`config.mk`:
```
export PLATFORM = sky130hd
export DESIGN_NAME = game_flow_controller_flat
export DESIGN_NICKNAME = d
export VERILOG_FILES = /design/src/rtl/game_flow_controller_if.sv /design/src/rtl/game_flow_controller.sv /design/src/flat_wrapper.sv
export SDC_FILE = /design/constraint.sdc
export NUM_CORES = 1
export LEC_CHECK = 0
export ABC_AREA = 1
export BUFFER_PORTS_ARGS = -buffer_cell sky130_fd_sc_hd__buf_2
export CAP_MARGIN = 20
export CORE_UTILIZATION = 30
export CTS_CLUSTER_SIZE = 28
export DETAILED_ROUTE_END_ITERATION = 16
export HOLD_SLACK_MARGIN = 0.1
export PLACE_DENSITY_LB_ADDON = 0.05
export SYNTH_ARGS = -nofsm -noshare
export SYNTH_HDL_FRONTEND = slang
export SYNTH_SLANG_ARGS = --single-unit
```
`constraint.sdc`:
```
create_clock -name i_Clk -period 4.6 [get_ports i_Clk]
set_clock_uncertainty 0.2 [all_clocks]
set_input_delay 0.69 -clock i_Clk [delete_from_list [all_inputs] [get_ports i_Clk]]
set_output_delay 0.69 -clock i_Clk [all_outputs]
set_load 0.05 [all_outputs]
```
`src/rtl/game_flow_controller_if.sv`:
```
// Game-flow signal bundle between the Frogger sequencer and the rest of the game.
// The master drives start/collision/level-up/pause; the slave returns flow status.
interface game_flow_controller_if #(
    parameter int C_LIVES = 3
);
    logic               i_Start;
    logic               i_Has_Collided;
    logic               i_Level_Up;
    logic               i_Pause;
    logic               o_Game_Active;
    logic               o_Freeze;
    logic               o_Frog_Respawn;
    logic [C_LIVES-1:0] o_Lives;
    logic [3:0]         o_Level;
    logic               o_Game_Over;

    modport master (
        output i_Start, i_Has_Collided, i_Level_Up, i_Pause,
        input  o_Game_Active, o_Freeze, o_Frog_Respawn, o_Lives, o_Level, o_Game_Over
    );

    modport slave (
        input  i_Start, i_Has_Collided, i_Level_Up, i_Pause,
        output o_Game_Active, o_Freeze, o_Frog_Respawn, o_Lives, o_Level, o_Game_Over
    );
endinterface

```
`src/rtl/game_flow_controller.sv`:
```
// Frogger game sequencer: lives, level, timed freeze phases and frog respawn.
// Define GAME_PAUSE_EN to add a PAUSED state toggled by rising edges of i_Pause.
module game_flow_controller #(
    parameter int C_LIVES          = 3,
    parameter int C_FREEZE_TICKS   = 12_500_000,
    parameter int C_GAMEOVER_TICKS = 50_000_000,
    parameter int C_LEVEL_MAX      = 15
) (
    input  logic                          i_Clk,
    input  logic                          i_Rst_L,
    game_flow_controller_if.slave         io_Bus
);

    localparam int C_TMAX = (C_FREEZE_TICKS > C_GAMEOVER_TICKS) ? C_FREEZE_TICKS : C_GAMEOVER_TICKS;
    localparam int C_TW   = $clog2(C_TMAX + 1);

`ifdef GAME_PAUSE_EN
    localparam int C_SW = 6;
`else
    localparam int C_SW = 5;
`endif

    localparam logic [C_SW-1:0] S_IDLE  = C_SW'(1);
    localparam logic [C_SW-1:0] S_RUN   = C_SW'(2);
    localparam logic [C_SW-1:0] S_HIT   = C_SW'(4);
    localparam logic [C_SW-1:0] S_LVL   = C_SW'(8);
    localparam logic [C_SW-1:0] S_OVER  = C_SW'(16);
`ifdef GAME_PAUSE_EN
    localparam logic [C_SW-1:0] S_PAUSE = C_SW'(32);
`endif

    logic [C_SW-1:0]    r_state;
    logic [C_SW-1:0]    w_state_next;
    logic [C_TW-1:0]    r_timer;
    logic [C_TW-1:0]    w_timer_next;
    logic [C_LIVES-1:0] r_lives;
    logic [C_LIVES-1:0] w_lives_next;
    logic [3:0]         r_level;
    logic [3:0]         w_level_next;
    logic               r_coll_d;
    logic               r_start_d;
    logic               r_game_active;
    logic               r_freeze;
    logic               r_respawn;
    logic               r_game_over;
    logic               w_active_next;
    logic               w_freeze_next;
    logic               w_respawn_next;
    logic               w_over_next;
    logic               w_coll_edge;
    logic               w_start_edge;
    logic               w_freeze_done;
    logic               w_over_done;
    logic               w_pause_edge;

    assign w_coll_edge   = io_Bus.i_Has_Collided & ~r_coll_d;
    assign w_start_edge  = io_Bus.i_Start & ~r_start_d;
    assign w_freeze_done = (r_timer == C_TW'(C_FREEZE_TICKS - 1));
    assign w_over_done   = (r_timer == C_TW'(C_GAMEOVER_TICKS - 1));

`ifdef GAME_PAUSE_EN
    logic r_pause_d;
    assign w_pause_edge = io_Bus.i_Pause & ~r_pause_d;

    always_ff @(posedge i_Clk or negedge i_Rst_L) begin
        if (!i_Rst_L) r_pause_d <= 1'b0;
        else          r_pause_d <= io_Bus.i_Pause;
    end
`else
    logic w_unused_pause;
    assign w_unused_pause = io_Bus.i_Pause;
    assign w_pause_edge   = 1'b0;
`endif

    always_ff @(posedge i_Clk or negedge i_Rst_L) begin
        if (!i_Rst_L) r_state <= S_IDLE;
        else          r_state <= w_state_next;
    end

    // Collision outranks level-up, which outranks pause; any unknown code falls back to IDLE.
    always_comb begin
        w_state_next = S_IDLE;
        case (r_state)
            S_IDLE:  w_state_next = w_start_edge ? S_RUN : S_IDLE;
            S_RUN: begin
                if (w_coll_edge)
                    w_state_next = (r_lives == C_LIVES'(1)) ? S_OVER : S_HIT;
                else if (io_Bus.i_Level_Up)
                    w_state_next = S_LVL;
`ifdef GAME_PAUSE_EN
                else if (w_pause_edge)
                    w_state_next = S_PAUSE;
`endif
                else
                    w_state_next = S_RUN;
            end
            S_HIT, S_LVL: w_state_next = w_freeze_done ? S_RUN : r_state;
            S_OVER:  w_state_next = w_over_done ? S_IDLE : S_OVER;
`ifdef GAME_PAUSE_EN
            S_PAUSE: w_state_next = w_pause_edge ? S_RUN : S_PAUSE;
`endif
            default: w_state_next = S_IDLE;
        endcase
    end

    // Outputs are decoded from the next state so the registered copies line up with r_state.
    always_comb begin
        w_lives_next   = r_lives;
        w_level_next   = r_level;
        w_respawn_next = 1'b0;
        if (r_state == S_IDLE && w_state_next == S_RUN) begin
            w_lives_next   = '1;
            w_level_next   = 4'd0;
            w_respawn_next = 1'b1;
        end
        if (r_state == S_RUN && w_state_next == S_OVER)
            w_lives_next = '0;
        if (r_state == S_RUN && w_state_next == S_HIT)
            w_lives_next = r_lives >> 1;
        if (r_state == S_RUN && w_state_next == S_LVL)
            w_level_next = (r_level >= 4'(C_LEVEL_MAX)) ? 4'(C_LEVEL_MAX) : r_level + 4'd1;
        if ((r_state == S_HIT || r_state == S_LVL) && w_state_next == S_RUN)
            w_respawn_next = 1'b1;

        if (w_state_next != r_state)
            w_timer_next = '0;
        else if (r_state == S_HIT || r_state == S_LVL || r_state == S_OVER)
            w_timer_next = r_timer + C_TW'(1);
        else
            w_timer_next = '0;

        w_active_next = (w_state_next == S_RUN);
        w_over_next   = (w_state_next == S_OVER);
        w_freeze_next = (w_state_next == S_HIT) || (w_state_next == S_LVL) || (w_state_next == S_OVER);
`ifdef GAME_PAUSE_EN
        if (w_state_next == S_PAUSE)
            w_freeze_next = 1'b1;
`endif
    end

    always_ff @(posedge i_Clk or negedge i_Rst_L) begin
        if (!i_Rst_L) begin
            r_timer       <= '0;
            r_lives       <= '1;
            r_level       <= 4'd0;
            r_coll_d      <= 1'b0;
            r_start_d     <= 1'b0;
            r_game_active <= 1'b0;
            r_freeze      <= 1'b0;
            r_respawn     <= 1'b0;
            r_game_over   <= 1'b0;
        end else begin
            r_timer       <= w_timer_next;
            r_lives       <= w_lives_next;
            r_level       <= w_level_next;
            r_coll_d      <= io_Bus.i_Has_Collided;
            r_start_d     <= io_Bus.i_Start;
            r_game_active <= w_active_next;
            r_freeze      <= w_freeze_next;
            r_respawn     <= w_respawn_next;
            r_game_over   <= w_over_next;
        end
    end

    assign io_Bus.o_Game_Active  = r_game_active;
    assign io_Bus.o_Freeze       = r_freeze;
    assign io_Bus.o_Frog_Respawn = r_respawn;
    assign io_Bus.o_Lives        = r_lives;
    assign io_Bus.o_Level        = r_level;
    assign io_Bus.o_Game_Over    = r_game_over;

endmodule

```
`src/flat_wrapper.sv`:
```
// flat-port wrapper written by rule: the top's interface ports become plain ports
module game_flow_controller_flat 
#(
    parameter int C_LIVES          = 3,
    parameter int C_FREEZE_TICKS   = 12_500_000,
    parameter int C_GAMEOVER_TICKS = 50_000_000,
    parameter int C_LEVEL_MAX      = 15
)
  (i_Clk, i_Rst_L, io_Bus_i_Start, io_Bus_i_Has_Collided, io_Bus_i_Level_Up, io_Bus_i_Pause, io_Bus_o_Game_Active, io_Bus_o_Freeze, io_Bus_o_Frog_Respawn, io_Bus_o_Lives, io_Bus_o_Level, io_Bus_o_Game_Over);
  game_flow_controller_if #(.C_LIVES(C_LIVES)) io_Bus_i ();
  input  logic i_Clk;
  input  logic i_Rst_L;
  input wire logic [$bits(io_Bus_i.i_Start)-1:0] io_Bus_i_Start;
  input wire logic [$bits(io_Bus_i.i_Has_Collided)-1:0] io_Bus_i_Has_Collided;
  input wire logic [$bits(io_Bus_i.i_Level_Up)-1:0] io_Bus_i_Level_Up;
  input wire logic [$bits(io_Bus_i.i_Pause)-1:0] io_Bus_i_Pause;
  output wire logic [$bits(io_Bus_i.o_Game_Active)-1:0] io_Bus_o_Game_Active;
  output wire logic [$bits(io_Bus_i.o_Freeze)-1:0] io_Bus_o_Freeze;
  output wire logic [$bits(io_Bus_i.o_Frog_Respawn)-1:0] io_Bus_o_Frog_Respawn;
  output wire logic [$bits(io_Bus_i.o_Lives)-1:0] io_Bus_o_Lives;
  output wire logic [$bits(io_Bus_i.o_Level)-1:0] io_Bus_o_Level;
  output wire logic [$bits(io_Bus_i.o_Game_Over)-1:0] io_Bus_o_Game_Over;
  assign io_Bus_i.i_Start = io_Bus_i_Start;
  assign io_Bus_i.i_Has_Collided = io_Bus_i_Has_Collided;
  assign io_Bus_i.i_Level_Up = io_Bus_i_Level_Up;
  assign io_Bus_i.i_Pause = io_Bus_i_Pause;
  assign io_Bus_o_Game_Active = io_Bus_i.o_Game_Active;
  assign io_Bus_o_Freeze = io_Bus_i.o_Freeze;
  assign io_Bus_o_Frog_Respawn = io_Bus_i.o_Frog_Respawn;
  assign io_Bus_o_Lives = io_Bus_i.o_Lives;
  assign io_Bus_o_Level = io_Bus_i.o_Level;
  assign io_Bus_o_Game_Over = io_Bus_i.o_Game_Over;
  game_flow_controller #(.C_LIVES(C_LIVES), .C_FREEZE_TICKS(C_FREEZE_TICKS), .C_GAMEOVER_TICKS(C_GAMEOVER_TICKS), .C_LEVEL_MAX(C_LEVEL_MAX)) u_core (.i_Clk(i_Clk), .i_Rst_L(i_Rst_L), .io_Bus(io_Bus_i));
endmodule
```
-- Word-level counts from Yosys, hierarchy flattened
Cells that the tools add are included.
- bits in registers: 44
- bits in latches: 0
- RAM bits: 0
- ROM bits: 0
- logic and storage cells: 59
- memories: 0
- add/subtract/negate cells: 2
- multipliers: 0
- divide/modulo/power cells: 0
- magnitude comparators: 1
- eq/ne operators: 13
- shift-type cells: 0
- multiplexer cells: 17
- bitwise gates (word level): 4
- reductions and logical operators: 12
- operators with widths (cell ; number):
    2-to-1 mux 26 bit ; 2
    adder 26 x 1 -> 26 bit (second input constant) ; 1
    equality test 26 x 24 -> 1 bit (second input constant) ; 1
    equality test 26 bit (second input constant) ; 1
    2-to-1 mux 5 bit ; 4
    case mux 5 bit (4 select lines) ; 1
    2-to-1 mux 4 bit ; 4
    equality test 5 x 2 -> 1 bit (second input constant) ; 2
    equality test 5 x 3 -> 1 bit (second input constant) ; 2
    equality test 5 x 4 -> 1 bit (second input constant) ; 2
    equality test 5 bit (second input constant) ; 2
    2-to-1 mux 3 bit ; 3
    equality test 5 x 1 -> 1 bit (second input constant) ; 1
    logical AND 1 bit ; 5
    inequality test 5 bit ; 1
    adder 4 x 1 -> 4 bit (second input constant) ; 1
    >= comparator 4 bit (second input constant) ; 1
    logical OR 1 bit ; 4
    equality test 3 x 1 -> 1 bit (second input constant) ; 1
    nonzero test 3 bit ; 1
    bitwise AND 1 bit ; 2
    2-to-1 mux 1 bit ; 2
    2-to-1 mux 2 bit ; 1
    inverter 1 bit ; 2
    2 further kinds ; 2

-- Longest topological paths before layout
Gate-level depths: netlist (run 1).
- word-level depth: 9
- gate-level depth with buffers: 13
- mapped depth without buffers: 12

-- Least setup slack after synthesis (run 1)
Ideal clock, no wire load.
- path type: input to register
- start: input port io_Bus_i_Has_Collided
- end: register u_core.r_timer[14]
- library setup time: 125 ps
- data arrival time: 1692 ps
- required time: 4275 ps
- setup slack: 2583 ps
- cell stages on the path: 9
- path buffers: 1
- cells stage by stage: inv_1 > nor2_1 > nand3_1 > nor2_1 > o21a_1 > nor2_4 > nand2_4 > buf_6 > nor3_2
- longest elaborated chain between the ends: 5
- RTL lines (item ; line ; RTL):
    start, declared ; flat_wrapper.sv:14 ; input wire logic [$bits(io_Bus_i.i_Has_Collided)-1:0] io_Bus_i_Has_Collided;
    bitwise AND 1 bit ; game_flow_controller.sv:56 ; assign w_coll_edge = io_Bus.i_Has_Collided & ~r_coll_d;
    2-to-1 mux 5 bit ; game_flow_controller.sv:86 ; if (w_coll_edge)
    case mux 5 bit (4 select lines) ; game_flow_controller.sv:83 ; case (r_state)
    inequality test 5 bit ; game_flow_controller.sv:125 ; if (w_state_next != r_state)
    2-to-1 mux 26 bit ; game_flow_controller.sv:125 ;
    via u_core.w_timer_next[14] ; game_flow_controller.sv:35 ; logic [C_TW-1:0] w_timer_next;
    end signal, assigned ; game_flow_controller.sv:153 ; r_timer <= w_timer_next;
    end, declared ; game_flow_controller.sv:34 ; logic [C_TW-1:0] r_timer;
The timed path passes the listed nets, and every way through them passes these cells.
A chain may end at the register's enable or synchronous reset.

-- Worst setup path after layout (run 1)
- start: register u_core.r_state[0]
- end: register u_core.r_timer[12]
- longest elaborated chain between the ends: 5
- elaborated cells between the ends (all ways): 13
- RTL lines (item ; line ; RTL):
    start, declared ; game_flow_controller.sv:32 ; logic [C_SW-1:0] r_state;
    start signal, assigned ; game_flow_controller.sv:77 ; else r_state <= w_state_next;
    equality test 5 x 4 -> 1 bit / equality test 5 x 3 -> 1 bit (equally long branches) ; game_flow_controller.sv:83 ;
    OR reduction 2 bit ; game_flow_controller.sv:83 ;
    case mux 5 bit (4 select lines) * ; game_flow_controller.sv:83 ;
    via u_core.w_state_next[0] ; game_flow_controller.sv:33 ; logic [C_SW-1:0] w_state_next;
    inequality test 5 bit * ; game_flow_controller.sv:125 ;
    2-to-1 mux 26 bit * ; game_flow_controller.sv:125 ;
    via u_core.w_timer_next[12] ; game_flow_controller.sv:35 ;
The timed path passes the listed nets; every way through them passes the cells marked *.

==> flow_metrics.py, run 1 <==
metrics = {
    "outcome": {
        "status": "complete, no violations",
    },
    "clock_network": {
        "clock-sinks": 44,
        "cts_tree": "built",
        "clk_latency_ps": 300,
        "cts-root-buf": "clkbuf_8",
        "postCtsHoldBufs": 0,
        "cts_resized": 0,
        "cts_setup_buffers": 0,
        "cts_buffers": 5,
        "clockBufferDepth": 2,
        "path_clk_slew_ps": 90,
        "htree_levels": 2,
    },
    "sta": {
        "setup_tns_ps": 0,
        "hold_viol": 0,
        "fin_crit_sh_pct": 55.4,
        "max-slew-margin-rel_pct": 46.1,
        "rsz0062_at_grt": "false",
        "fmax_mhz": 392,
        "tightestPinTransition_ps": 806,
        "finalSetupViolCount": 0,
        "drv_slew": 0,
        "finalCriticalPeriod_ps": 2550,
    },
    "worst_hold_path": {
        "worstHoldPathType": "primary input to async pin",
    },
    "global_routing": {
        "grt_overflow": 0,
        "antenna_found_initial": 0,
        "grt_usage_pct": 15.3,
        "grt_pass1_vias": 2320,
        "grt_pass1_wl_um": 11500,
        "grt_max_degree": 45,
    },
    "layout": {
        "antenna-diode-count": 0,
        "drive_gt1_share_pct": 18.8,
        "fin_area_mm2": 0.00300,
        "syn_to_final_growth_pct": 11.4,
        "fin_cells": 486,
        "regArea_mm2": 0.00111,
        "multiInputGateArea_mm2": 0.00137,
        "n_fill_cell": 941,
        "nets": 385,
    },
    "die": {
        "core-area_mm2": 0.00872,
        "die_area_mm2": 0.00936,
        "die_h_um": 96.7,
        "start_util_pct": 30.9,
        "io_pins": 17,
        "core.rowCount": 34,
        "die_w_um": 96.7,
    },
    "place": {
        "portBuffers": 15,
        "place_inst": 478,
        "dpl_cell_area_mm2": 0.00288,
        "dp_hpwl_um": 5030,
        "gp_congestion": 0.876,
    },
    "synthesis": {
        "avgSynthCellArea_um2": 7.52,
        "yosysUniqueCellTypes": 34,
        "yosysWarnings": 0,
        "syn_nets": 366,
        "synth_cells": 358,
        "ys_seq_area_share_pct": 41.1,
        "async_flop_share_pct": 100,
        "synth_edf_count": 0,
        "synth_flop_cell": "dfrtp_1",
        "synth_seq_cells": 44,
        "netlist_area_mm2": 0.00269,
    },
    "drt": {
        "firstDrtPassIters": 5,
        "drc": 0,
        "drtIter0Drc": 94,
        "ant_nets": 0,
        "wirelength_um": 6850,
        "vias": 2284,
        "wl_per_cell_um": 14.1,
        "viasPerCell": 4.70,
    },
    "pwr": {
        "combPwrFrac_pct": 29.5,
        "swShare_pct": 38.8,
        "p_int_uw": 671,
        "p_switching_uw": 425,
        "ir_worst_vdd_mv": 0.180,
        "p_per_area_mw_per_mm2": 366,
        "power.share.clock_pct": 29.4,
        "p_leak_nw": 1.32,
        "power.share.sequential_pct": 41.2,
    },
    "critical_path": {
        "critPathCaptureType": "flip-flop",
        "worstSetupPathType": "flip-flop to flip-flop",
        "reg2reg_depth": 10,
        "crit_fanout": 21,
        "critPathLaunchType": "flip-flop",
        "reg2reg_slack_ps": 2050,
        "worstPathRequired_ps": 4580,
        "worstPathArrival_ps": 2530,
    },
    "job": {
        "drv_cap": 0,
    },
}
## cells in the final DEF, fill, tap and decap left out, types with 2 or more instances in the layout
cell type | Yosys | final
nand2_1 | 80 | 80
o211ai_1 | 2 | 2
ha_1 | 2 | 2
dfstp_2 | 4 | 4
inv_1 | 45 | 45
a21oi_1 | 8 | 8
or2_2 | 5 | 5
nand3_1 | 39 | 39
nand4_1 | 2 | 2
nor2_1 | 41 | 41
nor3_2 | 11 | 11
nand2_2 | 8 | 8
o21ai_0 | 9 | 9
nor3b_1 | 4 | 4
dfrtp_1 | 40 | 40
inv_2 | 5 | 5
nand4_2 | 2 | 2
buf_2 | 1 | 15
nand3_2 | 2 | 2
nand3b_1 | 3 | 3
nor2_4 | 4 | 4
xor2_1 | 4 | 4
nor2_2 | 2 | 2
clkbuf_8 | 0 | 6
nor3_1 | 24 | 24
## registers in the layout (all words and copies together) (netlist names)
register and count:
u_core.io_Bus.o_Frog_Respawn 1, u_core.r_start_d 1, u_core.r_timer 26, u_core.io_Bus.o_Freeze 1, u_core.io_Bus.o_Level 4, u_core.r_state 5
u_core.io_Bus.o_Game_Over 1, u_core.r_coll_d 1, u_core.io_Bus.o_Lives 3, u_core.io_Bus.o_Game_Active 1
## critical path: stages (launching register included)
cell     delay [ps]
dfstp_2         410
nor2_1          180
nand4_2         170
nand2_1         630
nor2_1           80
nor2_1          180
nand2_2         100
nand2_2          70
nand2_2          60
nand2_4         260
nor3_1           90
## synthesized netlist by cell type (2+ instances only)
master    number  area, um2
nand3_2        2       20.0
nor3b_1        4       30.0
nand2_2        8       50.1
nand3_1       39        195
nand4_2        2       25.0
dfrtp_1       40       1000
inv_2          5       18.8
xor2_1         4       35.0
nor2_4         4       45.0
nand2_1       80        300
inv_1         45        169
nor2_2         2       12.5
o21ai_0        9       45.0
nor3_1        24        120
ha_1           2       25.0
o211ai_1       2       15.0
nand3b_1       3       22.5
buf_6          2       22.5
dfstp_2        4        105
a21oi_1        8       40.0
nor2_1        41        154
nor3_2        11        110
or2_2          5       31.3
nand4_1        2       12.5
## logic make-up after synthesis
kind of cell / after synthesis / synth area share [%]
flops: 44 / 41.1
xor+xnor: 4 / 1.30
simple gates: 231 / 43.8
fa+ha+maj: 2 / 0.929
compound gates: 23 / 4.74
buf+inv: 54 / 8.13
## power by group through the flow
stage	logic, mW	clock network, mW	registers (mW)
floorplan	0.189	0	0.533
global placement	0.329	0	0.459
detailed placement	0.333	0	0.459
CTS	0.333	0.339	0.452
global route	0.353	0.352	0.456
finish	0.323	0.322	0.452
## path summary, 6_finish.rpt
check                                         startpoint                        to
worst max-delay path                   u_core.r_state[0]        u_core.r_timer[12]
worst min-delay path                             i_Rst_L         u_core.r_timer[0]
worst max register to register         u_core.r_state[0]        u_core.r_timer[12]
worst min register to register  u_core.io_Bus.o_Lives[1]  u_core.io_Bus.o_Lives[0]
max in group asynchronous                        i_Rst_L  u_core.io_Bus.o_Level[3]
min in group i_Clk                 io_Bus_i_Has_Collided           u_core.r_coll_d
## metrics by stage
step	util [%]	hold slack [ps]	total power [mW]	setup slack, ps
6_report	34.4	246	1.10	2050
5_1_grt	34.4	291	1.16	1680
4_1_cts	34.4	295	1.12	1950
3_5_place_dp	33.0	285	0.792	1980
3_3_place_gp	33.0	294	0.789	2020
2_1_floorplan	-	194	0.723	2580
## metal layers
metal	vias to the layer above	GRT usage, %	share of wire (%)
li1	1195	-	-
met1	1059	20.2	49
met2	25	26.4	48
met3	5	2.38	2.1
met4	0	3.44	0.89
met5	-	0	0
## layout make-up
| type | instances | share of cell area, % |
|---|---|---|
| tap | 108 | 4.50 |
| timing repair buffer | 16 | 2.75 |
| multi-input combinational | 260 | 45.6 |
| sequential | 44 | 36.9 |
| clock inverter | 2 | 1.29 |
| clock buffer | 6 | 2.75 |
| inverter | 50 | 6.26 |
Power figures use the tool's default switching activity.
==> run 2, diff against run 1 <==
==> constraint.sdc (replaced) <==
create_clock -name i_Clk -period 2.4 [get_ports i_Clk]
set_clock_uncertainty 0.2 [all_clocks]
set_input_delay 0.36 -clock i_Clk [delete_from_list [all_inputs] [get_ports i_Clk]]
set_output_delay 0.36 -clock i_Clk [all_outputs]
set_load 0.05 [all_outputs]
==> run 2 against run 1 <==
  * Flip-flop and latch count is the same
  * Die area unchanged
  * Critical path depth rose by 1
  * First-iteration DRC count grew 43%
  * Sequential power rose by 92%
  * Register-to-register slack got worse by 1800 ps
  * Utilization increased by 0.80 points
  * Cell count up 1.6%
  * Combinational power grew 100%
  * Power increased by 85%
  * Critical path type is now primary input to flip-flop
  * Critical endpoint is now u_core.r_timer[0]
==> flow_metrics.py, run 2 (same netlist as run 1, synthesis figures left out) <==
metrics = {
    "global_routing": {
        "grt_pass1_wl_um": 11600,
        "grt_overflow": 0,
        "grt_max_degree": 24,
        "antenna_found_initial": 0,
        "grt_pass1_vias": 2294,
        "grt_usage_pct": 15.5,
    },
    "layout": {
        "nets": 393,
        "final_common_cell": "nand2_1",
        "largest_register": "u_core.r_timer",
        "syn_to_final_growth_pct": 14.0,
        "largest_reg_flops": 26,
        "final_cell_mix": "nand2_1, inv_1, nor2_1",
        "antenna-diode-count": 0,
        "fin_area_mm2": 0.00307,
        "n_fill_cell": 931,
        "drive_gt1_share_pct": 19.7,
    },
    "place": {
        "gp_congestion": 0.875,
        "dpl_cell_area_mm2": 0.00294,
        "dp_hpwl_um": 5230,
        "portBuffers": 15,
    },
    "sta": {
        "holdWs_ps": 299,
        "tightestPinTransition_ps": 539,
        "finalSetupViolCount": 0,
        "rsz0062_at_grt": "false",
        "drv_slew": 0,
        "finalCriticalPeriod_ps": 2190,
        "max-slew-margin-rel_pct": 64.1,
        "hold_viol": 0,
        "setup_tns_ps": 0,
        "fmax_mhz": 458,
        "fin_crit_sh_pct": 91.1,
    },
    "worst_hold_path": {
        "hold_end": "u_core.r_state[3]",
        "hold-path-cell-count": 3,
        "worstHoldPathType": "primary input to flip-flop",
        "hp-start": "io_Bus_i_Level_Up",
    },
    "pwr": {
        "p_leak_nw": 1.35,
        "finalPower_mw": 2.02,
        "ir_worst_vdd_mv": 0.350,
        "p_per_area_mw_per_mm2": 659,
    },
    "drt": {
        "drc": 0,
        "vias": 2328,
        "wl_per_cell_um": 13.8,
        "ant_nets": 0,
        "viasPerCell": 4.71,
        "firstDrtPassIters": 4,
        "drtIter0Drc": 134,
        "wirelength_um": 6820,
    },
    "critical_path": {
        "worstPathArrival_ps": 2200,
        "worstPathRequired_ps": 2410,
        "reg2reg_depth": 11,
        "worstSetupPathType": "primary input to flip-flop",
        "r2r-start": "u_core.r_timer[0]",
        "crit_fanout": 19,
        "critPathCaptureType": "flip-flop",
        "critPathLaunchType": "primary input",
        "r2r-end": "u_core.r_timer[0]",
        "reg2reg_slack_ps": 250,
    },
    "clock_network": {
        "cts_setup_buffers": 0,
        "cts-root-buf": "clkbuf_8",
        "clockBufferDepth": 2,
        "clk_latency_ps": 300,
        "cts_buffers": 5,
        "path_clk_slew_ps": 90,
        "clock-sinks": 44,
        "cts_tree": "built",
        "htree_levels": 2,
    },
    "die": {
        "core.rowCount": 34,
        "die_area_mm2": 0.00936,
        "core-area_mm2": 0.00872,
        "die_w_um": 96.7,
        "io_pins": 17,
        "start_util_pct": 30.9,
        "die_h_um": 96.7,
    },
    "job": {
        "drv_cap": 0,
    },
    "outcome": {
        "status": "complete, no violations",
    },
}
-- run 2: cell type report --
cell class | count | area [um2] | share of cell area [%]
Multi-Input combinational cell | 260 | 1370 | 44.7
Inverter | 50 | 188 | 6.11
Sequential cell | 44 | 1110 | 36.0
Clock inverter | 1 | 7.51 | 0.244
Clock buffer | 7 | 86.3 | 2.81
Timing Repair Buffer | 24 | 175 | 5.70
Tap cell | 108 | 135 | 4.40
-- run 2: critical path, cell delays in order --
cell and delay [ps]:
dlygate4sd3_1 530, buf_2 120, inv_1 50, nor2_1 60, inv_1 60, nand4_2 250
nand3_1 170, nand2_1 90, nor2_4 110, nand2_4 190, nor3_1 200
-- run 2: report_power, final --
part / switching (mW) / internal [mW]
clock network: 0.268 / 0.235
registers: 0.0511 / 0.816
logic: 0.493 / 0.162
total: 0.812 / 1.21
-- run 2: repair_timing --
action / 4_1_cts / 5_1_grt
endpoints found under the hold margin: 22 / 0
resized for setup: 0 / 1
hold buffers: 3 / 0
endpoints found under the setup margin: 0 / 19
-- run 2: through the flow --
stage | worst slack (ps) | instances | util, %
2_1_floorplan | 440 | 358 | -
3_3_place_gp | 267 | 483 | 33.7
3_5_place_dp | 231 | 483 | 33.7
4_1_cts | 174 | 494 | 35.2
5_1_grt | 24.9 | 494 | 35.2
6_report | 215 | 494 | 35.2
-- run 2: worst max path at each step --
stage	endpoint	slack, ps	start	depth (start not counted)
5_1_grt	u_core.r_timer[10]	20	io_Bus_i_Has_Collided	11
3_3_place_gp	u_core.r_timer[1]	270	u_core.r_timer[0]	12
2_1_floorplan	u_core.r_timer[17]	440	u_core.r_timer[0]	11
6_report	u_core.r_timer[0]	210	io_Bus_i_Has_Collided	11
3_5_place_dp	u_core.r_timer[0]	230	u_core.r_timer[0]	11
4_1_cts	u_core.r_timer[0]	170	io_Bus_i_Has_Collided	10
-- run 2: layer usage --
metal	global-route usage [%]	vias up	wire length [um]
met5	0	-	0
met4	3.90	0	71
met3	2.38	8	162
met2	26.2	32	3210
met1	20.8	1077	3370
li1	-	1211	-
